File: src/rtl/alu_pkg.sv
// Shared ALU definitions: opcode encodings of the core's 8-bit ALU and the
// multiply-sequencer state enumeration.
package alu_pkg;

   localparam logic [2:0] ALU_AND = 3'b000;
   localparam logic [2:0] ALU_OR  = 3'b001;
   localparam logic [2:0] ALU_XOR = 3'b010;
   localparam logic [2:0] ALU_ADD = 3'b011;
   localparam logic [2:0] ALU_SUB = 3'b100;
   localparam logic [2:0] ALU_SHL = 3'b101;
   localparam logic [2:0] ALU_SHR = 3'b110;
   localparam logic [2:0] ALU_EQ  = 3'b111;

   typedef enum logic [1:0] {
      IDLE = 2'd0,
      ITER = 2'd1,
      DONE = 2'd2
   } mulseq_state_t;

endpackage

File: src/rtl/mul_sequencer_if.sv
// Bundle of the operand/product handshakes and the shared-ALU port group of
// the multiply sequencer; slave is the sequencer side, master the core side.
interface mul_sequencer_if;
   logic        req_valid;
   logic        req_ready;
   logic [7:0]  op_a;
   logic [7:0]  op_b;
   logic        signed_op;
   logic        alu_req;
   logic        alu_gnt;
   logic [7:0]  alu_op1;
   logic [7:0]  alu_op2;
   logic [2:0]  alu_aluop;
   logic [1:0]  alu_control_in;
   logic [7:0]  alu_result;
   logic        resp_valid;
   logic        resp_ready;
   logic [15:0] product;
   logic        busy;

   modport slave (
      input  req_valid, op_a, op_b, signed_op, alu_gnt, alu_result, resp_ready,
      output req_ready, alu_req, alu_op1, alu_op2, alu_aluop, alu_control_in,
             resp_valid, product, busy
   );

   modport master (
      output req_valid, op_a, op_b, signed_op, alu_gnt, alu_result, resp_ready,
      input  req_ready, alu_req, alu_op1, alu_op2, alu_aluop, alu_control_in,
             resp_valid, product, busy
   );
endinterface

File: src/rtl/mul_sequencer.sv
// 8x8->16 shift-add multiplier borrowing the shared 8-bit ALU one iteration per grant.
// Optional two's-complement mode is enabled by defining MULSEQ_SIGNED_EN.
module mul_sequencer
   import alu_pkg::*;
(
   input  logic           clk,
   input  logic           rst_n,
   mul_sequencer_if.slave bus
);

   localparam logic [1:0] S_IDLE = IDLE;
   localparam logic [1:0] S_ITER = ITER;
   localparam logic [1:0] S_DONE = DONE;

   logic [1:0] state;
   logic [2:0] cnt;
   logic       sgn;
   logic [7:0] acc_hi;
   logic [7:0] acc_lo;
   logic [7:0] mcand;
   logic       accept;
   logic       step;
   logic       sub_it;
   logic       ext;
   logic [7:0] sum;

   // Bit 8 of the 9-bit sum/difference, recovered from the 8-bit ALU result
   // (unsigned: carry-out; signed: result sign corrected for overflow).
   function automatic logic ext_bit(input logic sel, input logic is_sgn,
                                    input logic is_sub, input logic [7:0] a,
                                    input logic [7:0] m, input logic [7:0] r);
      logic ovf;
      ovf = 1'b0;
      if (!sel)
         return is_sgn & a[7];
      if (!is_sgn)
         return (r < a);
      if (is_sub)
         ovf = (a[7] != m[7]) && (r[7] != a[7]);
      else
         ovf = (a[7] == m[7]) && (r[7] != a[7]);
      return r[7] ^ ovf;
   endfunction

   assign accept = (state == S_IDLE) && bus.req_valid;
   assign step   = (state == S_ITER) && bus.alu_gnt;
   assign sub_it = sgn && (cnt == 3'd7);
   assign sum    = acc_lo[0] ? bus.alu_result : acc_hi;
   assign ext    = ext_bit(acc_lo[0], sgn, sub_it, acc_hi, mcand, bus.alu_result);

`ifdef MULSEQ_SIGNED_EN
   always_ff @(posedge clk or negedge rst_n) begin
      if (!rst_n)
         sgn <= 1'b0;
      else if (accept)
         sgn <= bus.signed_op;
   end
`else
   assign sgn = 1'b0;
`endif

   // Control: state and iteration count
   always_ff @(posedge clk or negedge rst_n) begin
      if (!rst_n) begin
         state <= S_IDLE;
         cnt   <= 3'd0;
      end else begin
         case (state)
            S_IDLE: if (bus.req_valid) begin
               state <= S_ITER;
               cnt   <= 3'd0;
            end
            S_ITER: if (bus.alu_gnt) begin
               cnt <= cnt + 3'd1;
               if (cnt == 3'd7)
                  state <= S_DONE;
            end
            S_DONE: if (bus.resp_ready)
               state <= S_IDLE;
            default: state <= S_IDLE;
         endcase
      end
   end

   // Datapath: operands load on accept, shift once per granted iteration
   always_ff @(posedge clk) begin
      if (accept) begin
         mcand  <= bus.op_a;
         acc_lo <= bus.op_b;
         acc_hi <= 8'h00;
      end else if (step) begin
         {acc_hi, acc_lo} <= {ext, sum, acc_lo[7:1]};
      end
   end

   assign bus.req_ready      = (state == S_IDLE);
   assign bus.busy           = (state != S_IDLE);
   assign bus.alu_req        = (state == S_ITER);
   assign bus.alu_op1        = (state == S_ITER) ? acc_hi : 8'h00;
   assign bus.alu_op2        = (state == S_ITER) ? mcand : 8'h00;
   assign bus.alu_aluop      = (state != S_ITER) ? 3'b000 : (sub_it ? ALU_SUB : ALU_ADD);
   assign bus.alu_control_in = 2'b00;
   assign bus.resp_valid     = (state == S_DONE);
   assign bus.product        = (state == S_DONE) ? {acc_hi, acc_lo} : 16'h0000;

endmodule

File: src/flat_wrapper.sv
// flat-port wrapper written by rule: the top's interface ports become plain ports
module mul_sequencer_flat import alu_pkg::*;
  (clk, rst_n, bus_req_valid, bus_op_a, bus_op_b, bus_signed_op, bus_alu_gnt, bus_alu_result, bus_resp_ready, bus_req_ready, bus_alu_req, bus_alu_op1, bus_alu_op2, bus_alu_aluop, bus_alu_control_in, bus_resp_valid, bus_product, bus_busy);
  mul_sequencer_if bus_i ();
  input  logic clk;
  input  logic rst_n;
  input wire logic [$bits(bus_i.req_valid)-1:0] bus_req_valid;
  input wire logic [$bits(bus_i.op_a)-1:0] bus_op_a;
  input wire logic [$bits(bus_i.op_b)-1:0] bus_op_b;
  input wire logic [$bits(bus_i.signed_op)-1:0] bus_signed_op;
  input wire logic [$bits(bus_i.alu_gnt)-1:0] bus_alu_gnt;
  input wire logic [$bits(bus_i.alu_result)-1:0] bus_alu_result;
  input wire logic [$bits(bus_i.resp_ready)-1:0] bus_resp_ready;
  output wire logic [$bits(bus_i.req_ready)-1:0] bus_req_ready;
  output wire logic [$bits(bus_i.alu_req)-1:0] bus_alu_req;
  output wire logic [$bits(bus_i.alu_op1)-1:0] bus_alu_op1;
  output wire logic [$bits(bus_i.alu_op2)-1:0] bus_alu_op2;
  output wire logic [$bits(bus_i.alu_aluop)-1:0] bus_alu_aluop;
  output wire logic [$bits(bus_i.alu_control_in)-1:0] bus_alu_control_in;
  output wire logic [$bits(bus_i.resp_valid)-1:0] bus_resp_valid;
  output wire logic [$bits(bus_i.product)-1:0] bus_product;
  output wire logic [$bits(bus_i.busy)-1:0] bus_busy;
  assign bus_i.req_valid = bus_req_valid;
  assign bus_i.op_a = bus_op_a;
  assign bus_i.op_b = bus_op_b;
  assign bus_i.signed_op = bus_signed_op;
  assign bus_i.alu_gnt = bus_alu_gnt;
  assign bus_i.alu_result = bus_alu_result;
  assign bus_i.resp_ready = bus_resp_ready;
  assign bus_req_ready = bus_i.req_ready;
  assign bus_alu_req = bus_i.alu_req;
  assign bus_alu_op1 = bus_i.alu_op1;
  assign bus_alu_op2 = bus_i.alu_op2;
  assign bus_alu_aluop = bus_i.alu_aluop;
  assign bus_alu_control_in = bus_i.alu_control_in;
  assign bus_resp_valid = bus_i.resp_valid;
  assign bus_product = bus_i.product;
  assign bus_busy = bus_i.busy;
  mul_sequencer u_core (.clk(clk), .rst_n(rst_n), .bus(bus_i));
endmodule
File: config.mk
export PLATFORM = sky130hd
export DESIGN_NAME = mul_sequencer_flat
export DESIGN_NICKNAME = d
export VERILOG_FILES = /design/src/rtl/alu_pkg.sv /design/src/rtl/mul_sequencer_if.sv /design/src/rtl/mul_sequencer.sv /design/src/flat_wrapper.sv
export SDC_FILE = /design/constraint.sdc
export NUM_CORES = 1
export LEC_CHECK = 0
export ABC_AREA = 1
export CORE_MARGIN = 8
export CORE_UTILIZATION = 42
export CTS_CLUSTER_SIZE = 20
export DETAILED_ROUTE_END_ITERATION = 8
export GPL_TIMING_DRIVEN = 0
export PLACE_DENSITY = 0.92
export SLEW_MARGIN = 20
export SYNTH_ARGS = -nofsm -noshare
export SYNTH_HDL_FRONTEND = slang
export SYNTH_SLANG_ARGS = --single-unit
File: constraint.sdc
create_clock -name clk -period 1.5 [get_ports clk]
set_clock_uncertainty 0.05 [all_clocks]
set_input_delay 0.3 -clock clk [delete_from_list [all_inputs] [get_ports clk]]
set_output_delay 0.3 -clock clk [all_outputs]
set_load 0.05 [all_outputs]
# Yosys cells after proc, flatten, opt, wreduce, memory -nomap -nowiden
# Index checks and enable logic that the tools add are counted.
word_totals:
  inputBits: 30
  reg_bits: 29
classes:
  eq_ne: 10
  n_mux: 20
  n_addsub: 1
  bitwise_logic: 1
  n_lt_le_gt_ge: 1
  reduce_logical: 9
ops:
  columns: ["operator", "count"]
  rows:
  - ["$mux W8", 5]
  - ["$mux W16", 1]
  - ["$mux W2", 5]
  - ["$lt A8 B8 Y1", 1]
  - ["$mux W3", 2]
  - ["$ne A2 B2 Y1 const B", 3]
  - ["$pmux W2 S3", 1]
  - ["$pmux W3 S2", 1]
  - ["$reduce_bool A2 Y1", 3]
  - ["$mux W1", 5]
  - ["$ne A2 B1 Y1 const B", 2]
  - ["$reduce_and A4 Y1", 1]
  - ["$add A3 B1 Y3 const B", 1]
  - ["$eq A3 B3 Y1 const B", 1]
  - ["$logic_and A1 B1 Y1", 3]
  - ["$reduce_and A3 Y1", 1]
  - ["$eq A2 B1 Y1 const B", 1]
  - ["$eq A2 B2 Y1 const B", 1]
  - ["$logic_not A2 Y1", 1]
  - ["$eq A1 B1 Y1", 1]
  - ["$ne A1 B1 Y1", 1]
  - ["$xor A1 B1 Y1", 1]

# Longest topological paths before layout
# Gate-level depths: netlist of run 1.
logic_depth:
  depth_word: 7
  depth_mapped: 9
  mapped_depth_nobuf: 9

# Worst setup path after synthesis of run 1
# OpenSTA, ideal clock, no wires.
synth_path:
  path_type: "reg2out"
  start: "reg u_core.state[1]"
  end: "out bus_alu_op1[0]"
  path_buffers: 1
  setup_slack_ns: -0.612
  arrival_time_ns: 1.762
  stages_incl_launch_ff: 5
  path_cell_list: "dfrtp_1 -> nor2_4 -> inv_2 -> buf_2 -> nor2_1"
synth_between:
  elab_chain_len: 2
synth_rtl:
  columns: ["item", "line", "text"]
  rows:
  - ["start, declared", "mul_sequencer.sv:15", "logic [1:0] state;"]
  - ["start signal, assigned", "mul_sequencer.sv:65", "state <= S_IDLE;"]
  - ["start signal, assigned", "mul_sequencer.sv:70", "state <= S_ITER;"]
  - ["start signal, assigned", "mul_sequencer.sv:76", "state <= S_DONE;"]
  - ["$eq A2 B1 Y1", null, null]
  - ["via bus_alu_req", "flat_wrapper.sv:15", "output wire logic [$bits(bus_i.alu_req)-1:0] bus_alu_req;"]
  - ["$mux W8", "mul_sequencer.sv:99", "assign bus.alu_op1 = (state == S_ITER) ? acc_hi : 8'h00;"]
  - ["end, declared", "flat_wrapper.sv:16", "output wire logic [$bits(bus_i.alu_op1)-1:0] bus_alu_op1;"]
# The timed path passes the listed nets, and every way through them passes these cells.

# Worst setup path in the final report of run 1
layout_path:
  start: "reg u_core.state[0]"
  end: "out bus_alu_op1[3]"
layout_between:
  elab_chain_len: 2
layout_rtl:
  columns: ["item", "line"]
  rows:
  - ["$eq A2 B1 Y1", "mul_sequencer.sv:99"]
  - ["$mux W8", "mul_sequencer.sv:99"]
# No other way between the ends.

==> results of run 1 <==
-- placed cells by master, fill, tap and decap left out --
cell	instances
dfrtp_2	1
clkbuf_16	2
nand2_1	31
a21oi_1	8
o21ai_1	9
a22o_1	2
clkbuf_1	1
nand2_4	4
o21ai_2	3
buf_8	8
dfxtp_1	8
nor2_1	2
bufinv_16	1
nor2_2	8
clkdlybuf4s50_1	28
buf_12	3
inv_1	29
buf_6	36
edfxtp_1	16
ha_1	9
inv_2	3
dfrtp_1	4
o21a_1	1
conb_1	3
buf_16	1
buf_4	16
o21ai_0	10
clkbuf_8	5
clkinv_1	1
nand4_1	1
a31oi_1	1
inv_6	2
o22ai_1	1
nand2_8	2
nor2_4	26
a21oi_2	2
-- state kept, by name, indices dropped and copies added (netlist names) --
| signal | cells |
|---|---|
| u_core.acc_hi | 8 |
| u_core.acc_lo | 8 |
| u_core.cnt | 3 |
| u_core.mcand | 8 |
| u_core.state | 2 |
-- per-layer routing --
layer | up-vias | wire (µm) | share of wire | track usage
met5 | - | 0 | 0 | 0
met1 | 770 | 2360 | 0.38 | 0.188
met3 | 12 | 435 | 0.071 | 0.0737
li1 | 796 | - | - | -
met4 | 0 | 143 | 0.023 | 0.0774
met2 | 72 | 3220 | 0.52 | 0.298
-- synth_stat cells --
cell,number
dfrtp_1,5
o21ai_0,17
o21ai_1,5
inv_1,30
conb_1,1
buf_2,4
buf_6,2
o22ai_1,1
nand2_4,1
ha_1,9
dfxtp_1,8
buf_4,6
nor2_2,1
nand2_2,2
a22o_1,2
edfxtp_1,16
inv_2,4
a21oi_1,10
nand2_1,32
nor2_4,1
a31oi_1,1
nand4_1,1
o21a_1,1
nor2_1,34
-- worst max path at each step --
stage | cells after the start | slack [ps] | endpoint | start
2_1_floorplan | 5 | -250 | bus_alu_op1[0] | u_core.state[0]
3_3_place_gp | 5 | -840 | bus_product[6] | u_core.state[0]
3_5_place_dp | 5 | -870 | bus_product[6] | u_core.state[0]
4_1_cts | 5 | -280 | bus_alu_op1[3] | u_core.state[1]
5_1_grt | 6 | -370 | bus_alu_op1[5] | u_core.state[0]
6_report | 6 | -340 | bus_alu_op1[3] | u_core.state[0]
-- logic make-up after synthesis --
logic type,synth area share
and+or+nand+nor,0.186
buffers and inverters,0.135
AOI/OAI and AO/OA,0.124
DFF,0.482
adders and majority gates,0.0708
other,0.00236
-- through the flow --
step	cells	power, W	setup slack [ps]
6_report	336	0.00654	-339
2_1_floorplan	196	0.00374	-248
5_1_grt	336	0.00688	-367
3_3_place_gp	310	0.00456	-837
4_1_cts	326	0.00601	-283
3_5_place_dp	310	0.00469	-869
-- cell type report --
| cell class | count | area share |
|---|---|---|
| Buffer | 11 | 0.0433 |
| Clock buffer | 6 | 0.0239 |
| Clock inverter | 2 | 0.0111 |
| Inverter | 34 | 0.0454 |
| Multi-Input combinational cell | 123 | 0.296 |
| Sequential cell | 29 | 0.253 |
| Tap cell | 48 | 0.0198 |
| Timing Repair Buffer | 83 | 0.307 |
-- power by group --
group	switching, W	internal (W)	leakage (nW)
sequential	0.000123	0.00119	0.279
clock	0.000314	0.000490	0.0528
combinational	0.00268	0.00174	1.06
total	0.00312	0.00342	1.39
-- critical path: cells and delay by family (launching register included) --
kind / cells / cell delay, ps
buf+inv: 4 / 500
flops: 1 / 390
simple gates: 2 / 300
-- timing repair --
action,in CTS,in global routing
endpoints found under the hold margin,0,0
endpoints found under the setup margin,38,64
cloned,1,4
resized for setup,286,30
buffers inserted,8,6
pin swaps,2,5
==> impl.org, run 1 <==
** Outcome
- The flow ran to the end, but the final reports show violations.
- The final reports fail on negative setup slack.

** Drt
- The first routing iteration left 137 violations.
- Dividing the detail-routed wire length by the instance count gives 18.3 µm.
- For this run, the detailed router's first-pass iteration total came to 4.
- The final route contains 1650 vias.
- Total Wirelength :: 6160 µm
- For this run, design rule violations remaining after detail routing come to 0.
- Number of vias per cell after detailed routing :: 4.91
- Number of nets with antenna violations after detailed routing :: 0

** Finish
- Post-layout instance area :: 0.00303 mm²
- End-of-flow core utilization :: 0.828
- Multi-input gate area :: 898 µm²
- The layout has 197 filler cells.
- Number of antenna cells inserted :: 0
- Across the whole layout, storage elements account for 767 µm².
- Final net count :: 326
- Compared with the post-synthesis result, the final layout area differs by 90.7%.
- Of the cells placed in the final design, the portion with a size suffix greater than 1 is 0.427.

** STA
- Setup violations remaining at the end of the flow were counted as 57.
- Dividing the final minimum period by the clock period gives 1.23.
- Final setup slack of the worst path :: -339 ps
- Period minus WS final :: 1840 ps
- The count of final max-slew check failures is 0.
- The number of hold violations in the final report came to 0.
- Derived from the worst setup path, the maximum achievable clock frequency is 544 MHz.
- Setup repair after global routing could not meet its margin everywhere.
- After routing, the total negative slack on setup checks comes to -10550 ps.
- WHS :: 182 ps

** Setup path
- The largest single stage delay on the critical path is 390 ps.
- The worst setup path is launched from a flop.
- List of cells traversed by the critical path :: inv_2, nor2_4, inv_6, buf_16, nor2_4, buf_8
- The setup path with the least slack is of type reg2out.
- Counting cells, the worst reg-to-reg path comes to 9.
- Critical R2R Launch :: u_core.state[0]
- In this run the critical register-to-register path is captured at u_core.acc_hi[5].
- Cell occurring most often along the worst timing path :: nor2_4
- The worst setup path is captured at an output pin.
- CP max FO :: 8
- Flop2flop setup slack :: -160 ps
- Required @ worst endpoint :: 1150 ps
- Data on the critical path arrives at its endpoint at 1490 ps.
- Among all stages on the critical path, the largest delay is contributed by dfrtp_1.

** Clock tree
- Counting along the longest clock path gives a buffer depth of 2.
- Clock latency on the worst-skew pair :: 290 ps
- Clock slew at the register clock pins of the worst setup and hold paths :: 60 ps
- Clock tree synthesis inserted a total of 5 buffers.
- Counting every sink on the clock net gives 29.
- The H-tree was split into 2 levels.
- The root buffer cell chosen for the clock tree is clkbuf_8.
- TritonCTS built the clock tree.
- After clock tree synthesis, the flow added hold-fix buffers numbering 0.

** Synth
- Top area cells in the synthesized netlist :: edfxtp_1 (30%), dfxtp_1 (10%), nor2_1 (8.0%)
- Top-area cell type share of the netlist area :: 0.302
- The largest total area in the synthesized netlist belongs to edfxtp_1.
- Synthesis produced a netlist whose cell count is 194.
- Flop and latch count out of synthesis :: 29
- Summing every instance area after synthesis gives 0.00159 mm².
- Yosys printed 0 warnings.
- Mapped Avg Cell Area :: 8.20 µm²
- The share of the Yosys chip area taken by registers is 0.482.
- After synthesis, the netlist uses 24 different library cells.

** GRT
- Total Routing Usage GR :: 0.176
- GRT overflow :: 0
- The via count of the first global-routing pass was 1621.
- Largest net degree at the start of global routing :: 18
- The first global-routing pass estimated 8160 µm of wire.
- Initial antenna violation count :: 0

** Floorplanning
- Die X :: 77.5 µm
- The floorplan step set the die height to 77.5 µm.
- 71 I/O pins were placed.
- DIE AREA :: 0.00601 mm²
- Placement Rows :: 22
- Initial core utilization :: 0.434
- Core region area :: 0.00366 mm²

** Run
- Total of max-cap violations :: 0

** Pwr
- Worst supply voltage drop on vdd :: 1.42 mV
- The analysis attributes to cell leakage a power of 1.39 nW.
- PwrDens :: 2160 mW/mm²

** Place
- At the end of routability-driven placement, the weighted congestion stood at 0.772.
- Standard cell area after detailed placement :: 0.00251 mm²
- Total half-perimeter wirelength after legalization and detailed placement :: 3670 µm
- During placement, the flow inserted port buffers numbering 66.

** Worst hold path
- HP Class :: in2async
No activity file was read; power rests on OpenSTA's default activity.
==> run 2, diff against run 1 <==
- PLACE_DENSITY: 0.92 -> 0.81
==> impl.org, run 2 (synthesis gave the netlist of run 1 again) <==
** Finish
- Non-filler cells, final :: 329 (-2.1%)
- The fraction of final layout cells with drive strength greater than 1 was 0.413 (-0.0143).
- The layout net count is 319 (-2.1%).
- The top cell types in the final layout, fill and taps aside, are buf_6 (36), nand2_1 (31), inv_1 (30).
- The utilization of the core after routing was 0.802 (-0.0263).
- The total of fill cells in the finished design is 238 (+21%).
- The library cell used most frequently in the layout, excluding fill and tap cells, is buf_6.
- In the final layout, the registers with the most flip-flops are u_core.acc_hi: 8 flops, u_core.acc_lo: 8 flops, u_core.mcand: 8 flops.
- Post-layout instance area :: 0.00294 mm² (-3.2%)
- Number of antenna cells inserted :: 0 (unchanged)
- P&R area growth vs syn :: 84.7%

** Drt
- The number of search-and-repair iterations in the first detailed-routing pass was 4 (unchanged).
- The number of nets with antenna violations after detailed routing is 0 (unchanged).
- WL per Instance :: 15.6 µm (-15%)
- The total number of vias is 1593 (-3.5%).
- Total Wirelength :: 5120 µm (-17%)
- DRC violations left :: 0 (unchanged)
- Violation count after the first detailed-routing iteration :: 81 (-41%)
- The number of vias per cell after detailed routing is 4.84 (-1.4%).

** Worst hold path
- In this run the worst hold path is classified as in2async.

** STA
- Final setup slack of the worst path :: -267 ps (+71.1 ps)
- The maximum clock frequency was 566 MHz (+4.0%).
- The number of failing setup endpoints in the final timing report is 73 (+28%).
- The final critical delay including setup and external delays is 1770 ps (-71.1 ps).
- Number of max-slew violations in the final report :: 0 (unchanged)
- Final hold viol count :: 0 (unchanged)
- Setup repair after global routing missed its margin :: true
- Final clock period utilization by the worst path :: 1.18 (-0.0474)

** Place
- Routability congestion estimate :: 0.726 (-5.9%)
- Standard cell area after detailed placement :: 0.00251 mm² (unchanged)
- Total half-perimeter wirelength after legalization and detailed placement :: 3310 µm (-9.8%)
- Cell count after placement :: 310 (unchanged)
- Post-placement setup slack :: -887 ps (-17.5 ps)
- The number of port buffers came to 66 (unchanged).

** Setup path
- The critical path's largest stage delay came to 390 ps (about the same).
- The cell that appears most often on the critical path is nor2_4.
- List of cells traversed by the critical path :: inv_2, nor2_4, inv_6, buf_12, nor2_4, buf_6
- The required time of the worst setup path is 1150 ps (about the same).
- In this run the critical register-to-register path is launched from u_core.state[0].
- The worst setup path is launched from a flop.
- The data arrival time of the critical path came to 1420 ps (-70 ps).
- Setup CP Type :: reg2out
- STA classifies the critical path endpoint as an output pin.
- CP max FO :: 7 (-1)
- Launching instance or port of the critical path :: u_core.state[0]
- Worst-path cell with the longest stage delay :: dfrtp_1

** Clock tree
- Clock slew at the register clock pins of the worst setup and hold paths :: 60 ps (about the same)
- Cts bufs inserted :: 5 (unchanged)
- The hold-fix buffer count after cts was 0 (unchanged).
- CTS Sinks :: 29 (unchanged)
- Level count of the clock H-tree :: 2 (unchanged)
- Clock latency on the worst-skew pair :: 280 ps (about the same)
- CTS root buffer :: clkbuf_8
- Buffer depth of the longest clock path :: 2 (unchanged)
- TritonCTS built the clock tree.

** GRT
- Initial antenna violation count :: 0 (unchanged)
- The global route total overflow was 0 (unchanged).
- The via count of the first global-routing pass came to 1587 (-2.1%).
- The overall global routing resource usage came to 0.155 (-0.0207).
- Wire length of the first global-routing pass :: 7500 µm (-8.1%)
- Largest net degree at the start of global routing :: 18 (unchanged)

** Pwr
- PwrDens :: 2120 mW/mm² (-1.5%)
- The total leakage power came to 1.34 nW (-3.6%).
- Worst supply voltage drop on vdd :: 1.36 mV (-4.1%)

** Floorplanning
- Die boundary height :: 77.5 µm (unchanged)
- Die X :: 77.5 µm (unchanged)
- The area inside the core boundary was 0.00366 mm² (unchanged).
- The die area came to 0.00601 mm² (unchanged).
- The number of standard-cell rows in the floorplan came to 22 (unchanged).
- I/O pin cnt :: 71 (unchanged)
- Initial core utilization :: 0.434 (unchanged)

** Outcome
- The run finished, with violations left.
- The final reports fail on negative setup slack.

** Run
- Total of max-cap violations :: 0 (unchanged)
## run 2: final timing paths
check / cells past startpoint / slack (ps) / to
min in group clk: 2 / 400 / u_core.acc_hi[7]
hold / removal: 1 / 210 / u_core.cnt[2]
hold reg to reg: 2 / 400 / u_core.acc_hi[7]
setup / recovery: 6 / -270 / bus_alu_op2[2]
max in group asynchronous: 1 / 970 / u_core.state[1]
setup reg to reg: 6 / -220 / u_core.acc_lo[2]
## run 2: repair_timing
item	4_1_cts	5_1_grt
setup buffers	4	4
endpoints found under the setup margin	38	61
endpoints found under the hold margin	0	0
pin swaps	2	3
cloned	1	3
gates resized for setup	280	20
## run 2: layout make-up
| type | instances | area (µm²) | share of cell area |
|---|---|---|---|
| Clock inverter | 2 | 33.8 | 0.0115 |
| Tap cell | 48 | 60.1 | 0.0205 |
| Multi-Input combinational cell | 123 | 902 | 0.307 |
| Inverter | 34 | 133 | 0.0452 |
| Timing Repair Buffer | 76 | 846 | 0.288 |
| Sequential cell | 29 | 767 | 0.261 |
| Clock buffer | 6 | 72.6 | 0.0247 |
| Buffer | 11 | 123 | 0.0418 |
## run 2: stage by stage
stage | hold WS (ps) | TNS [ps] | power, W
floorplan | -45.6 | -8670 | 0.00374
global placement | 389 | -24100 | 0.00458
detailed placement | 400 | -25710 | 0.00464
CTS | 195 | -6710 | 0.00585
global route | 198 | -14600 | 0.00657
finish | 207 | -10640 | 0.00624
## run 2: routing by layer
layer  wire, µm  GRT usage  vias to the layer above
li1           -          -                      785
met1       2210      0.176                      747
met2       2570      0.253                       50
met3        232     0.0553                       11
met4        108     0.0792                        0
met5          0          0                        -
## run 2: where the power goes
| part | switching [W] | total, W | leakage, nW | internal (W) |
|---|---|---|---|---|
| Sequential | 0.000109 | 0.00130 | 0.279 | 0.00119 |
| Combinational | 0.00257 | 0.00416 | 1.01 | 0.00159 |
| Clock | 0.000295 | 0.000784 | 0.0528 | 0.000490 |
| Total | 0.00297 | 0.00624 | 1.34 | 0.00327 |
## run 2: critical path: cells and delay by family (launching register included)
| family | cells | cell delay [ps] |
|---|---|---|
| buffers and inverters | 4 | 460 |
| DFF | 1 | 390 |
| and+or+nand+nor | 2 | 280 |
